$ cat config.mk
export PLATFORM = sky130hd
export DESIGN_NAME = vec_mul_seq
export DESIGN_NICKNAME = d
export VERILOG_FILES = /design/src/rtl/vec_mul_pkg.sv /design/src/rtl/vec_mul_lane.sv /design/src/rtl/vec_mul_seq.sv
export SDC_FILE = /design/constraint.sdc
export NUM_CORES = 2
export LEC_CHECK = 0
export BUFFER_PORTS_ARGS = -buffer_cell sky130_fd_sc_hd__buf_2
export CORE_MARGIN = 2
export CORE_UTILIZATION = 35
export CTS_CLUSTER_SIZE = 12
export DETAILED_ROUTE_END_ITERATION = 10
export MAX_ROUTING_LAYER = met4
export PLACE_DENSITY = 0.49
export SKIP_CTS_REPAIR_TIMING = 1
export SLEW_MARGIN = 20
export SYNTH_ARGS = -nofsm -noshare
export SYNTH_HDL_FRONTEND = slang
export SYNTH_HIERARCHICAL = 1
export SYNTH_SLANG_ARGS = --single-unit
$ cat constraint.sdc
create_clock -name clk -period 12.4 [get_ports clk]
set_input_delay 0.62 -clock clk [delete_from_list [all_inputs] [get_ports clk]]
set_output_delay 0.62 -clock clk [all_outputs]
set_load 0.01 [all_outputs]
$ cat src/rtl/vec_mul_pkg.sv
// Shared types and constants for the byte-serial packed vector multiplier.
package vec_mul_pkg;

  localparam int LANE_W = 32;
  localparam int PROD_W = 64;

  typedef enum logic [1:0] {
    SEW_8   = 2'b00,
    SEW_16  = 2'b01,
    SEW_32  = 2'b10,
    SEW_RSV = 2'b11
  } sew_e;

  typedef enum logic [1:0] {
    IDLE,
    MUL,
    FIX,
    DONE
  } state_t;

  // Bytes per element, which is also the number of MUL cycles.
  function automatic logic [2:0] sew_bytes(input sew_e s);
    case (s)
      SEW_16:  return 3'd2;
      SEW_32:  return 3'd4;
      default: return 3'd1;
    endcase
  endfunction

endpackage

$ cat src/rtl/vec_mul_lane.sv
// One 32-bit lane: magnitude capture, byte-serial 8x32 accumulation per element,
// and a final conditional negation of each packed element result.
module vec_mul_lane
  import vec_mul_pkg::*;
(
  input  logic              clk,
  input  logic              rst,
  input  logic              clear,
  input  logic              load,
  input  logic              step,
  input  logic              fix,
  input  sew_e              load_sew,
  input  sew_e              op_sew,
  input  logic              is_signed,
  input  logic [LANE_W-1:0] a,
  input  logic [LANE_W-1:0] b,
  input  logic [1:0]        k,
  output logic [PROD_W-1:0] acc
);

  logic [LANE_W-1:0] mag_a, mag_b, mag_a_d, mag_b_d;
  logic [3:0]        neg, neg_d;
  logic [7:0]        b_byte [4];
  logic [31:0]       a_op   [4];
  logic [39:0]       pp     [4];
  logic [PROD_W-1:0] acc_step, acc_fix;

  // Magnitudes are kept as unsigned S-bit values so the most negative operand stays exact.
  always_comb begin
    mag_a_d = a;
    mag_b_d = b;
    neg_d   = '0;
    if (is_signed) begin
      case (load_sew)
        SEW_8: for (int j = 0; j < 4; j++) begin
          if (a[8*j+7]) mag_a_d[8*j +: 8] = -a[8*j +: 8];
          if (b[8*j+7]) mag_b_d[8*j +: 8] = -b[8*j +: 8];
          neg_d[j] = a[8*j+7] ^ b[8*j+7];
        end
        SEW_16: for (int j = 0; j < 2; j++) begin
          if (a[16*j+15]) mag_a_d[16*j +: 16] = -a[16*j +: 16];
          if (b[16*j+15]) mag_b_d[16*j +: 16] = -b[16*j +: 16];
          neg_d[j] = a[16*j+15] ^ b[16*j+15];
        end
        SEW_32: begin
          if (a[31]) mag_a_d = -a;
          if (b[31]) mag_b_d = -b;
          neg_d[0] = a[31] ^ b[31];
        end
        default: ;
      endcase
    end
  end

  // Slice j multiplies element j's full magnitude by byte k of its b magnitude.
  always_comb begin
    for (int j = 0; j < 4; j++) begin
      b_byte[j] = '0;
      a_op[j]   = '0;
    end
    case (op_sew)
      SEW_8: for (int j = 0; j < 4; j++) begin
        b_byte[j] = mag_b[8*j +: 8];
        a_op[j]   = {24'b0, mag_a[8*j +: 8]};
      end
      SEW_16: for (int j = 0; j < 2; j++) begin
        b_byte[j] = mag_b[16*j + 8*k +: 8];
        a_op[j]   = {16'b0, mag_a[16*j +: 16]};
      end
      SEW_32: begin
        b_byte[0] = mag_b[8*k +: 8];
        a_op[0]   = mag_a;
      end
      default: ;
    endcase
    for (int j = 0; j < 4; j++) pp[j] = 40'(b_byte[j]) * 40'(a_op[j]);
  end

  always_comb begin
    acc_step = acc;
    acc_fix  = acc;
    case (op_sew)
      SEW_8: for (int j = 0; j < 4; j++) begin
        acc_step[16*j +: 16] = acc[16*j +: 16] + pp[j][15:0];
        if (neg[j]) acc_fix[16*j +: 16] = -acc[16*j +: 16];
      end
      SEW_16: for (int j = 0; j < 2; j++) begin
        acc_step[32*j +: 32] = acc[32*j +: 32] + (pp[j][31:0] << (8*k));
        if (neg[j]) acc_fix[32*j +: 32] = -acc[32*j +: 32];
      end
      SEW_32: begin
        acc_step = acc + ({24'b0, pp[0]} << (8*k));
        if (neg[0]) acc_fix = -acc;
      end
      default: ;
    endcase
  end

  always_ff @(posedge clk or posedge rst) begin
    if (rst) begin
      mag_a <= '0;
      mag_b <= '0;
      neg   <= '0;
      acc   <= '0;
    end else if (clear) begin
      mag_a <= '0;
      mag_b <= '0;
      neg   <= '0;
      acc   <= '0;
    end else if (load) begin
      mag_a <= mag_a_d;
      mag_b <= mag_b_d;
      neg   <= neg_d;
      acc   <= '0;
    end else if (step) begin
      acc <= acc_step;
    end else if (fix) begin
      acc <= acc_fix;
    end
  end

endmodule

$ cat src/rtl/vec_mul_seq.sv
// Multi-lane packed multiplier: handshake FSM (IDLE/MUL/FIX/DONE) driving NLANE
// byte-serial lanes; reserved element width completes immediately with err.
module vec_mul_seq
  import vec_mul_pkg::*;
#(
  parameter int NLANE = 2
) (
  input  logic                    clk,
  input  logic                    rst,
  input  logic                    in_valid,
  output logic                    in_ready,
  input  logic [1:0]              sew,
  input  logic                    is_signed,
  input  logic [NLANE*LANE_W-1:0] a,
  input  logic [NLANE*LANE_W-1:0] b,
  input  logic                    flush,
  output logic                    out_valid,
  input  logic                    out_ready,
  output logic [NLANE*PROD_W-1:0] prod,
  output logic                    err
);

  state_t     state, state_next;
  logic [1:0] k;
  sew_e       sew_q, sew_in;
  logic       err_q;
  logic       load, step, fix, clear, last_k;
  logic [2:0] nbytes;

  assign sew_in = sew_e'(sew);
  assign nbytes = sew_bytes(sew_q);
  assign last_k = ({1'b0, k} == nbytes - 3'd1);

  always_ff @(posedge clk or posedge rst) begin
    if (rst) state <= IDLE;
    else     state <= state_next;
  end

  // Flush overrides every other request, including a pending accept or output handshake.
  always_comb begin
    state_next = state;
    load       = 1'b0;
    step       = 1'b0;
    fix        = 1'b0;
    clear      = 1'b0;
    in_ready   = (state == IDLE);
    out_valid  = (state == DONE);
    if (flush) begin
      clear      = 1'b1;
      state_next = IDLE;
    end else begin
      case (state)
        IDLE: if (in_valid) begin
          load       = 1'b1;
          state_next = (sew_in == SEW_RSV) ? DONE : MUL;
        end
        MUL: begin
          step = 1'b1;
          if (last_k) state_next = FIX;
        end
        FIX: begin
          fix        = 1'b1;
          state_next = DONE;
        end
        DONE: if (out_ready) state_next = IDLE;
        default: state_next = IDLE;
      endcase
    end
  end

  always_ff @(posedge clk or posedge rst) begin
    if (rst) begin
      k     <= '0;
      sew_q <= SEW_8;
      err_q <= 1'b0;
    end else if (clear) begin
      k     <= '0;
      err_q <= 1'b0;
    end else if (load) begin
      k     <= '0;
      sew_q <= sew_in;
      err_q <= (sew_in == SEW_RSV);
    end else if (step) begin
      k <= last_k ? 2'd0 : k + 2'd1;
    end else if (state == DONE && out_ready) begin
      err_q <= 1'b0;
    end
  end

  assign err = (state == DONE) && err_q;

  for (genvar i = 0; i < NLANE; i++) begin : g_lane
    logic [PROD_W-1:0] acc;

    vec_mul_lane u_lane (
      .clk       (clk),
      .rst       (rst),
      .clear     (clear),
      .load      (load),
      .step      (step),
      .fix       (fix),
      .load_sew  (sew_in),
      .op_sew    (sew_q),
      .is_signed (is_signed),
      .a         (a[LANE_W*i +: LANE_W]),
      .b         (b[LANE_W*i +: LANE_W]),
      .k         (k),
      .acc       (acc)
    );

    assign prod[PROD_W*i +: PROD_W] = (state == DONE) ? acc : '0;
  end

endmodule

==> metrics.md <==
| Metric | Value |
|---|---|
| Prevailing post-synth register cell | dfrtp_1 |
| Initial antenna violation count | 30 |
| Final min period | 11.34 ns |
| Via density | 5.90 |
| Total number of vias | roughly 75000 |
| Hold WS | ~0.086 ns |
| Clock Pin Slew Worst Setup and Hold Paths | ~0.070 ns |
| Setup ws final | 1.06 ns |
| Vias in the first global route | between 70000 and 80000 |
| Worst rel slew slack | between 10% and 20% |
| Worst VDD drop | 0.232 mV |
| Synth Register Bits | approximately 270 |
| # rows | 169 |
| Worst slack at placement | 1.25 ns |
| Setup violators final | 0 |
| Tcrit/Tclk final | 91.5% |
| Placer Congestion | 0.994 |
| Post-synth EDFFs | 0 |
| Worst Skew | 0.0548 ns |
| Num CTS Buffers | 44 |
| Unrepaired setup endpoints after global routing | false |
| Crit Path Category | register to register |
| Largest net degree at the start of global routing | 92 |
| Maximum Capacitance Violations | 0 |
| TritonCTS clock tree | done |
| Die width | 465 um |
| Final Instance Area | 80400 um2 |
| Total track usage | 31.4% |
| Final Max Slew Viols | 0 |
| Most used cell, CP | inv_1 |
| Final Hold Violating Endpoints | 0 |
| Chip Height | 465 um |
| Final setup TNS | 0 ns |
| Proportion of layout cells with a drive suffix above 1 | approximately 7.3% |
| Fin nets | between 10000 and 15000 |
| Ys async rst share | 100% |
| Pleak | 0.0384 uW |
| Die footprint | roughly 220000 um2 |
| Worst path arrival time | 11.89 ns |
| Synth Net Count | about 11000 |
| Remaining global-route overflow | 0 |
| Total core area | 211000 um2 |
| DR DRC count | 0 |
| Final WL | 340000 um |
| CP required | between 10 and 15 ns |
| Slew @ Worst Pin | 1.21 ns |
| Status | finished clean |
| Synth Cell Area | 74300 um2 |
| Ports | ~270 |
| Avg WL per Cell | 26.6 um |
| Worst Path Max Fanout | 32 |
| Global-route wire length before repair | between 400000 and 500000 um |
| Cell Pwr Density | 132 nW/um2 |
| Critical path startpoint category | register |
| Dpl cell area | 78800 um2 |
| Worst-case clock buffer depth | 3 |
| IO buf count | roughly 270 |
| CTS sink count | 271 |
| Post-synthesis sequential area ratio | ~9% |
| Crit-path max cell delay | 0.79 ns |
| Final ANT Viol Nets | 0 |
| Dpl hpwl | roughly 270000 um |
| Clock root cell | clkbuf_16 |
| Worst-Skew Late Latency | 0.68 ns |
| Synth warnings | 6 |
| Fmax achieved | 88.2 MHz |
| Worst hold path type | input port to async pin |
| Syn_area_per_cell | around 7.5 um2 |
| Cells after Synth | 9930 |
| Critical Path End Type | register |
| Syn-to-layout area delta | 8.22% |
| Initial drt markers | 7113 |
| Initial core utilization | 35.1% |
| Drt first pass iters | 5 |
| Pwr Total | 10600 uW |
| H-tree Lvls | 2 |
| Fill cell count | 22500 |
| Synth cell types | 109 |
| Slowest CP cell | xor2_1 |
-- per-stage QoR --
stage,instances,utilization [%]
5_1_grt,12800,38.0
4_1_cts,12800,38.0
3_3_place_gp,12700,37.3
6_report,12800,38.0
2_1_floorplan,9930,-
3_5_place_dp,12700,37.3
-- cell type report --
class                           count  area, um2  area share, %
Multi-Input combinational cell   8071      61700           76.8
Sequential cell                   271       6790           8.45
Inverter                         1048       3950           4.91
Tap cell                         2821       3530           4.39
Timing Repair Buffer              469       2880           3.58
Clock buffer                       58       1260           1.57
Clock inverter                     22        200          0.249
Antenna cell                       25       62.6         0.0778
-- logic make-up after synthesis --
family,Yosys count,share of synthesized area (%)
xor gates and xnor gates,475,5.60
DFF,271,9.13
muxes,139,2.00
and+or+nand+nor,3517,22.1
buffers and inverters,1588,8.04
AOI/OAI and AO/OA,2531,21.9
adders and majority gates,1409,31.2
-- cells in the mapped netlist (183+ instances only) --
cell / instances / area [um2]
nand2_1: 1002 / 3760
nor2_1: 1130 / 4240
a21oi_1: 671 / 3360
xor2_1: 183 / 1600
o21ai_0: 569 / 2850
xnor2_1: 292 / 2560
clkbuf_1: 498 / 1870
dfrtp_1: 271 / 6780
nor3_1: 201 / 1010
inv_1: 1039 / 3900
and2_1: 239 / 1500
fa_1: 736 / 14700
ha_1: 671 / 8400
nand3_1: 188 / 941
-- worst paths after layout --
kind,startpoint,end,slack [ns],cells past startpoint
max,sew_q[0],g_lane[0].u_lane/acc[62],1.06,38
min,rst,err_q,0.09,2
max reg2reg,sew_q[0],g_lane[0].u_lane/acc[62],1.06,38
min reg2reg,g_lane[1].u_lane/mag_a[1],g_lane[1].u_lane/mag_a[1],0.48,2
max in group asynchronous,rst,g_lane[0].u_lane/mag_b[31],10.36,4
min in group clk,a[3],g_lane[0].u_lane/mag_a[3],0.26,3
-- critical path: cells and delay by family (launching register included) --
kind	cells	cell delay (ns)
DFF	1	0.34
buffers and inverters	9	1.30
AOI/OAI and AO/OA	15	3.75
and+or+nand+nor	5	1.33
xor gates and xnor gates	1	0.79
adders and majority gates	7	3.28
muxes	1	0.36
-- flip-flops by register name, indices dropped and copies added, names as in the netlist --
register	cells
k	2
g_lane.u_lane/acc	128
g_lane.u_lane/mag_b	64
g_lane.u_lane/mag_a	64
state	2
g_lane.u_lane/neg	8
sew_q	2
err_q	1
-- cell usage in the layout (no fill, tap or decap), types with 24 or more instances in the layout --
cell type / n
a31oi_1: 98
buf_4: 205
o221ai_1: 41
dfrtp_1: 269
o211ai_1: 65
o21ai_1: 44
nand2_1: 1002
diode_2: 25
nand4_1: 84
nand2b_1: 136
nor4_1: 45
a211oi_1: 114
nor2_1: 1124
o21a_1: 63
a22o_1: 61
clkbuf_16: 45
and2_1: 239
o22ai_1: 91
xor2_1: 183
nor3_1: 201
mux2i_1: 109
o21ai_0: 566
nand3_1: 188
or3_1: 83
buf_2: 263
and3_1: 162
nor2b_1: 83
a221oi_1: 51
ha_1: 666
a21o_1: 163
a311oi_1: 27
o21bai_1: 59
inv_1: 1036
o31ai_1: 58
a21oi_1: 669
xnor2_1: 288
fa_1: 736
a22oi_1: 75
or2_2: 53
mux2_2: 24
-- power breakdown --
group / internal (uW) / leakage [uW] / total, uW / switching [uW]
registers: 1080 / 0.00365 / 1760 / 674
clock network: 761 / 0.000708 / 1350 / 585
logic: 2300 / 0.0340 / 7530 / 5230
total: 4140 / 0.0384 / 10600 / 6490
-- metal layers --
| metal | wire length (um) | track usage [%] |
|---|---|---|
| met1 | 143000 | 39.7 |
| met2 | 159000 | 50.7 |
| met3 | 19900 | 3.58 |
| met4 | 17600 | 13.4 |
| met5 | 0 | - |
Power figures use the tool's default switching activity.
